<file path="src/rtl/hamming_secded_decoder.sv">
// Two-stage pipelined Hamming SECDED decoder with valid/ready flow control.
// Optional delivery statistics counters are built when HAMMING_DEC_STATS_EN is defined.
module hamming_secded_decoder #(
    parameter int DATA_W  = 4,
    parameter int COUNT_W = 16,
    localparam int R = (DATA_W <= 4)  ? 3 :
                       (DATA_W <= 11) ? 4 :
                       (DATA_W <= 26) ? 5 : 6,
    localparam int CW = DATA_W + R + 1,
    parameter logic [CW-1:0] INV_MASK = '0
) (
    input  logic               clk,
    input  logic               reset,
    input  logic               in_valid,
    output logic               in_ready,
    input  logic [CW-1:0]      codeword,
    output logic               out_valid,
    input  logic               out_ready,
    output logic [DATA_W-1:0]  msg,
    output logic [R-1:0]       syndrome,
    output logic               corrected,
    output logic               uncorrectable,
    input  logic               stats_clear,
    output logic [COUNT_W-1:0] corr_count,
    output logic [COUNT_W-1:0] uncorr_count
);

    localparam logic [R:0] CW_L = (R+1)'(CW);

    // Position of the k-th message bit: k-th index in 1..CW-1 that is not a power of two.
    function automatic int data_pos(int k);
        int n;
        int pos;
        n = 0;
        pos = 0;
        for (int i = 1; i < CW; i++) begin
            if ((i & (i - 1)) != 0) begin
                if (n == k) pos = i;
                n++;
            end
        end
        return pos;
    endfunction

    logic              s1_valid_q;
    logic [CW-1:0]     w_q;
    logic [R-1:0]      s_q;
    logic              p_q;
    logic [CW-1:0]     w_d;
    logic [R-1:0]      s_d;
    logic              p_d;

    logic              s2_valid_q;
    logic [DATA_W-1:0] msg_q;
    logic [R-1:0]      syn_q;
    logic              corr_q;
    logic              unc_q;
    logic [CW-1:0]     wc;
    logic [DATA_W-1:0] msg_d;
    logic              corr_d;
    logic              unc_d;
    logic              in_range;
    logic              parity_bits_unused;

    logic s1_load;
    logic s2_load;

    assign s2_load  = !s2_valid_q || out_ready;
    assign s1_load  = !s1_valid_q || s2_load;
    assign in_ready = s1_load && !reset;

    // Stage-1 inputs: unmasked working word, syndrome and overall parity.
    always_comb begin
        w_d = codeword ^ INV_MASK;
        s_d = '0;
        for (int i = 1; i < CW; i++) begin
            if (w_d[i]) s_d ^= R'(i);
        end
        p_d = ^w_d;
    end

    // Stage-1 register: captures a word whenever the slot is free or draining.
    always_ff @(posedge clk) begin
        if (reset) begin
            s1_valid_q <= 1'b0;
            w_q        <= '0;
            s_q        <= '0;
            p_q        <= 1'b0;
        end else if (s1_load) begin
            s1_valid_q <= in_valid;
            if (in_valid) begin
                w_q <= w_d;
                s_q <= s_d;
                p_q <= p_d;
            end
        end
    end

    // Stage-2 inputs: classify, flip the located bit, and extract the message.
    always_comb begin
        in_range = {1'b0, s_q} < CW_L;
        wc       = w_q;
        if (p_q) begin
            for (int i = 1; i < CW; i++) begin
                if (s_q == R'(i)) wc[i] = ~wc[i];
            end
        end
        corr_d = p_q && in_range;
        unc_d  = (p_q && !in_range) || (!p_q && (s_q != '0));
    end

    for (genvar k = 0; k < DATA_W; k++) begin : g_ext
        localparam int POS = data_pos(k);
        assign msg_d[k] = wc[POS];
    end

    assign parity_bits_unused = ^wc;

    // Stage-2 register: result outputs hold while the sink stalls.
    always_ff @(posedge clk) begin
        if (reset) begin
            s2_valid_q <= 1'b0;
            msg_q      <= '0;
            syn_q      <= '0;
            corr_q     <= 1'b0;
            unc_q      <= 1'b0;
        end else if (s2_load) begin
            s2_valid_q <= s1_valid_q;
            if (s1_valid_q) begin
                msg_q  <= msg_d;
                syn_q  <= s_q;
                corr_q <= corr_d;
                unc_q  <= unc_d;
            end
        end
    end

    assign out_valid     = s2_valid_q;
    assign msg           = msg_q;
    assign syndrome      = syn_q;
    assign corrected     = corr_q;
    assign uncorrectable = unc_q;

`ifdef HAMMING_DEC_STATS_EN
    logic [COUNT_W-1:0] corr_cnt_q;
    logic [COUNT_W-1:0] unc_cnt_q;
    logic               deliver;

    assign deliver = s2_valid_q && out_ready;

    // Saturating delivery counters; clear wins over a same-cycle increment.
    always_ff @(posedge clk) begin
        if (reset || stats_clear) begin
            corr_cnt_q <= '0;
            unc_cnt_q  <= '0;
        end else if (deliver) begin
            if (corr_q && !(&corr_cnt_q)) corr_cnt_q <= corr_cnt_q + COUNT_W'(1);
            if (unc_q && !(&unc_cnt_q))   unc_cnt_q  <= unc_cnt_q + COUNT_W'(1);
        end
    end

    assign corr_count   = corr_cnt_q;
    assign uncorr_count = unc_cnt_q;
`else
    logic stats_clear_unused;

    assign stats_clear_unused = stats_clear;
    assign corr_count         = '0;
    assign uncorr_count       = '0;
`endif

endmodule

</file>
<file path="config.mk">
export PLATFORM = sky130hd
export DESIGN_NAME = hamming_secded_decoder
export DESIGN_NICKNAME = d
export VERILOG_FILES = /design/src/rtl/hamming_secded_decoder.sv
export SDC_FILE = /design/constraint.sdc
export NUM_CORES = 1
export LEC_CHECK = 0
export ABC_AREA = 1
export CORE_MARGIN = 5
export CORE_UTILIZATION = 41
export CTS_CLUSTER_SIZE = 10
export DETAILED_ROUTE_END_ITERATION = 10
export HOLD_SLACK_MARGIN = 0.02
export PLACE_DENSITY = 0.79
export RECOVER_POWER = 50
export SKIP_LAST_GASP = 1
export SYNTH_ARGS = -nofsm -noshare
export SYNTH_HDL_FRONTEND = slang
export SYNTH_SLANG_ARGS = --single-unit
</file>
<file path="constraint.sdc">
create_clock -name clk -period 1.1 [get_ports clk]
set_input_delay 0.11 -clock clk [delete_from_list [all_inputs] [get_ports clk]]
set_output_delay 0.11 -clock clk [all_outputs]
set_load 0.02 [all_outputs]
</file>
# --- Word level (Yosys, flattened, before mapping) ---
# Cells that the tools add are included.
word_totals:
  input_bits: 13
  output_inout_bits: 43
  register_bits: 23
  word_cells: 56
op_classes:
  mux: 15
  eq_ne: 7
  n_reduce_logical: 12
  bitwise: 13
ops:
  columns: ["cell", "count"]
  rows:
  - ["3-bit equality test, second input constant", 4]
  - ["3-bit 2-to-1 mux", 4]
  - ["1-bit 2-to-1 mux", 8]
  - ["8-bit parity", 1]
  - ["7-bit 2-to-1 mux", 1]
  - ["1-bit NOT", 7]
  - ["3-bit by 2-bit equality test with 1-bit output, second input constant", 2]
  - ["2-bit NOT", 3]
  - ["1-bit zero test", 4]
  - ["2-bit 2-to-1 mux", 2]
  - ["2-bit AND reduction", 2]
  - ["3-bit by 1-bit equality test with 1-bit output, second input constant", 1]
  - ["3-bit NOT", 1]
  - ["3-bit nonzero test", 1]
  - ["1-bit logical AND", 2]
  - ["1-bit logical OR", 2]
  - ["1-bit NOT, first input constant", 2]

# --- Longest topological paths before layout ---
depth:
  ltp_word: 11
  mapped_depth: 9
  mapped_depth_nobuf: 9

# --- Worst setup path before layout ---
# OpenSTA, ideal clock, no wires.
synth_path:
  path_kind: "register to register"
  from: "register s2_valid_q, in the netlist out_valid"
  to: "register s_q[1]"
  arrival_time_ns: 1.032
  period_less_slack_ns: 1.152
  stages_incl_launch_ff: 7
  setup_time_ns: 0.120
  path_slack_ns: -0.052
  required_ns: 0.980
  n_path_buf: 1
  path_cell_list: "dfxtp_1 > nand3_2 > nand2_2 > inv_2 > buf_6 > o21ai_0 > a21oi_1"
synth_between:
  elab_chain_cells: 4
synth_lines:
  columns: ["element", "line_no", "rtl"]
  rows:
  - ["from (decl)", "53", "logic s2_valid_q;"]
  - ["from (signal assigned)", "128", "s2_valid_q <= s1_valid_q;"]
  - ["1-bit zero test", "68", "assign s2_load = !s2_valid_q || out_ready;"]
  - ["1-bit logical OR", "68", null]
  - ["1-bit logical OR", "69", "assign s1_load = !s1_valid_q || s2_load;"]
  - ["2-bit AND reduction (no source line)", null, null]
  - ["to (signal assigned)", "87", "s_q <= '0;"]
  - ["to (signal assigned)", "93", "s_q <= s_d;"]
  - ["to (decl)", "47", "logic [R-1:0] s_q;"]
# Every way passes these cells.
# A chain may end at the register's enable or synchronous reset.

# --- Final worst setup path ---
layout_path:
  from: "register s1_valid_q"
  to: "output in_ready"
layout_between:
  elab_chain_cells: 3
layout_lines:
  columns: ["element", "line_no", "rtl"]
  rows:
  - ["from (decl)", "45", "logic s1_valid_q;"]
  - ["from (signal assigned)", "90", "s1_valid_q <= in_valid;"]
  - ["1-bit zero test", "69", null]
  - ["1-bit logical OR", "69", null]
  - ["1-bit logical AND", "70", "assign in_ready = s1_load && !reset;"]
  - ["to (decl)", "15", "output logic in_ready,"]
# Every way passes these cells.

==> impl_metrics.toml <==
[worst_setup_path]
cp-end-kind = "primary output"
crit_family = "flip-flops"
cp.required_ns = 0.99
arrival_ns = 0.96
cpPeakStageDelay_ns = 0.35
crit_buf_inv = 2
critPathLaunchType = "flip-flop"
path_class = "flip-flop to primary output"
reg2reg_depth = 6
cp_max_fo = 2
crit_chain = "nand3_2 -> nand2_1 -> inv_1 -> clkbuf_2"
path_depth = 4
crit_path_top_delay_cell = "dfxtp_2"

[finish]
fillers = 273
final_cell_area_mm2 = 0.00152
regArea_um2 = 390
area_delta_synth_final_pct = 23.8
nets = 232
multi_input_area_um2 = 659
diodes = 0
layout-drive-gt1-share_pct = 20.6

[logic_synthesis]
synthDistinctLibCells = 20
avgSynthCellArea_um2 = 6.75
yosys-top-cells-count = "48 x nand2_1, 32 x buf_4, 19 x dfxtp_1"
syn-cell-area_mm2 = 0.00123
ys_warn_count = 0
synth_top_area_share_pct = 31.0
synth_area_leaders = "dfxtp_1 31%, buf_4 20%, nand2_1 15%, a21oi_1 6.1%, o21ai_0 5.3%"
netlist_instances = 182
yosysMostFrequentCell = "nand2_1"
ys_async_sr_fraction_pct = 0
synth-edff-count = 0
synth_ff_type = "dfxtp_1"
ys_seq_elements = 19
synth_top_area_cell = "dfxtp_1"
ys_seq_area_share_pct = 31.0

[drt]
drt_iter0_drc = 52
drt-total-wl_um = 2320
drc = 0
dr.pass1.iters = 4
viasPerCell = 4.28
via_count = 1066
wl_per_cell_um = 9.33
antenna_left = 0

[cts]
cts_tree = "built"
cts_buffers = 3
clock_path_buffers = 2
cts_max_level = 1
ctsHoldBuffers = 0
cts_root_buffer = "clkbuf_4"
insertion_delay_ns = 0.29
clock-sinks = 19
clkTransAtPathRegs_ns = 0.11

[place]
placed_cell_area_mm2 = 0.00142
dpl_worst_slack_ns = -0.381
hpwl_um = 1740
port_buffers = 22
gp_congestion = 0.743

[floorplanning]
io_pins = 56
die_w_um = 64.7
die_h_um = 64.7
initial_core_util_pct = 43.8
dieArea_mm2 = 0.00419
core-area_mm2 = 0.00281
rows = 19

[power]
peakVddDrop_uv = 450
finalPower_uw = 1630
leakagePower_uw = 0.000817
power_density_mw_per_mm2 = 1070

[timing]
finalSetupTns_ns = 0
fmax_mhz = 938
finalCritPeriodShare_pct = 96.9
final_hold_viol_count = 0
setup_violations = 0
worst_slack_ns = 0.0341
skew_ns = 0.000565
fin_crit_ns = 1.07
finalMaxSlewViolations = 0
rsz0062_at_grt = "true"

[hold_path]
hold_depth = 4
hold_class = "input port to flip-flop"

[global_route]
grt_overflow = 0
grt_max_degree = 17
track_usage_pct = 9.94
grt_pass1_vias = 771
grt_pass1_wl_um = 3330
antenna_found_initial = 0

[job]
maxCapViolCount = 0

[run_status]
status = "completed"
kinds of logic after synthesis:
family / count (synthesis) / synth area share, %
other: 1 / 0.305
XOR/XNOR: 5 / 3.56
AND/OR/NAND/NOR: 70 / 23.6
AO/OA/AOI/OAI: 30 / 12.4
flip-flops: 19 / 31.0
buffers and inverters: 57 / 29.1
layout by cell type (no fill, tap or decap), drive strengths merged, types with 3 or more instances in the layout:
cell type / count
buf: 15
o21ai: 14
conb: 32
dfxtp: 19
nand2: 51
a21oi: 15
clkbuf: 6
nor2: 14
clkdlybuf4s15: 7
xnor2: 5
nand3: 3
clkdlybuf4s50: 10
inv: 22
worst paths after layout:
kind          startpoint     endpoint  slack, ns
max           s1_valid_q     in_ready       0.03
min          codeword[7]       w_q[7]       0.23
max reg2reg       corr_d       msg[0]       0.05
min reg2reg  syndrome[0]  syndrome[0]       0.52
per-stage QoR:
step                hold WS (ns)  utilization (%)  cells
finish                     0.234             54.2    249
global route               0.268             54.2    249
global placement           0.499             50.8    243
CTS                        0.409             51.2    247
detailed placement         0.502             50.8    243
floorplan                  0.249                -    213
worst register-to-register path, delay by kind of cell (launching register included):
| kind | cells | cell delay (ns) |
|---|---|---|
| AOI/OAI and AO/OA | 2 | 0.23 |
| buffers and inverters | 2 | 0.16 |
| DFF | 1 | 0.38 |
| and+or+nand+nor | 2 | 0.20 |
layout make-up:
class | instances | share of cell area (%)
repair inverters | 1 | 0.411
inverters | 21 | 6.00
flip-flops and latches | 19 | 25.7
clock buffers | 3 | 1.48
well taps | 31 | 2.55
repair buffers | 36 | 20.2
clock inverters | 1 | 0.329
multi-input cells | 137 | 43.3
report_power, final:
group / total (uW) / switching (uW) / leakage, uW / internal [uW]
sequential: 783 / 40.8 / 0.000159 / 743
combinational: 498 / 316 / 0.000640 / 182
clock: 348 / 213 / 0.0000177 / 135
total: 1630 / 570 / 0.000817 / 1060
state kept, by name, indices dropped and copies added (netlist names):
signal / cells
msg: 4
s_q: 3
s1_valid_q: 1
syndrome: 3
corr_d: 1
corrected: 1
uncorrectable: 1
out_valid: 1
w_q: 4
layer usage:
metal / part of all wire [%] / track usage [%]
met1: 42 / 13.2
met2: 49 / 15.2
met3: 6.2 / 1.21
met4: 2.5 / 6.33
met5: 0 / 0
what timing repair did:
action / 4_1_cts / 5_1_grt
buffers inserted: 0 / 1
endpoints found under the setup margin: 17 / 26
pin swaps: 0 / 2
gates cloned: 0 / 1
gates resized for setup: 15 / 47
Power figures use the tool's default switching activity.
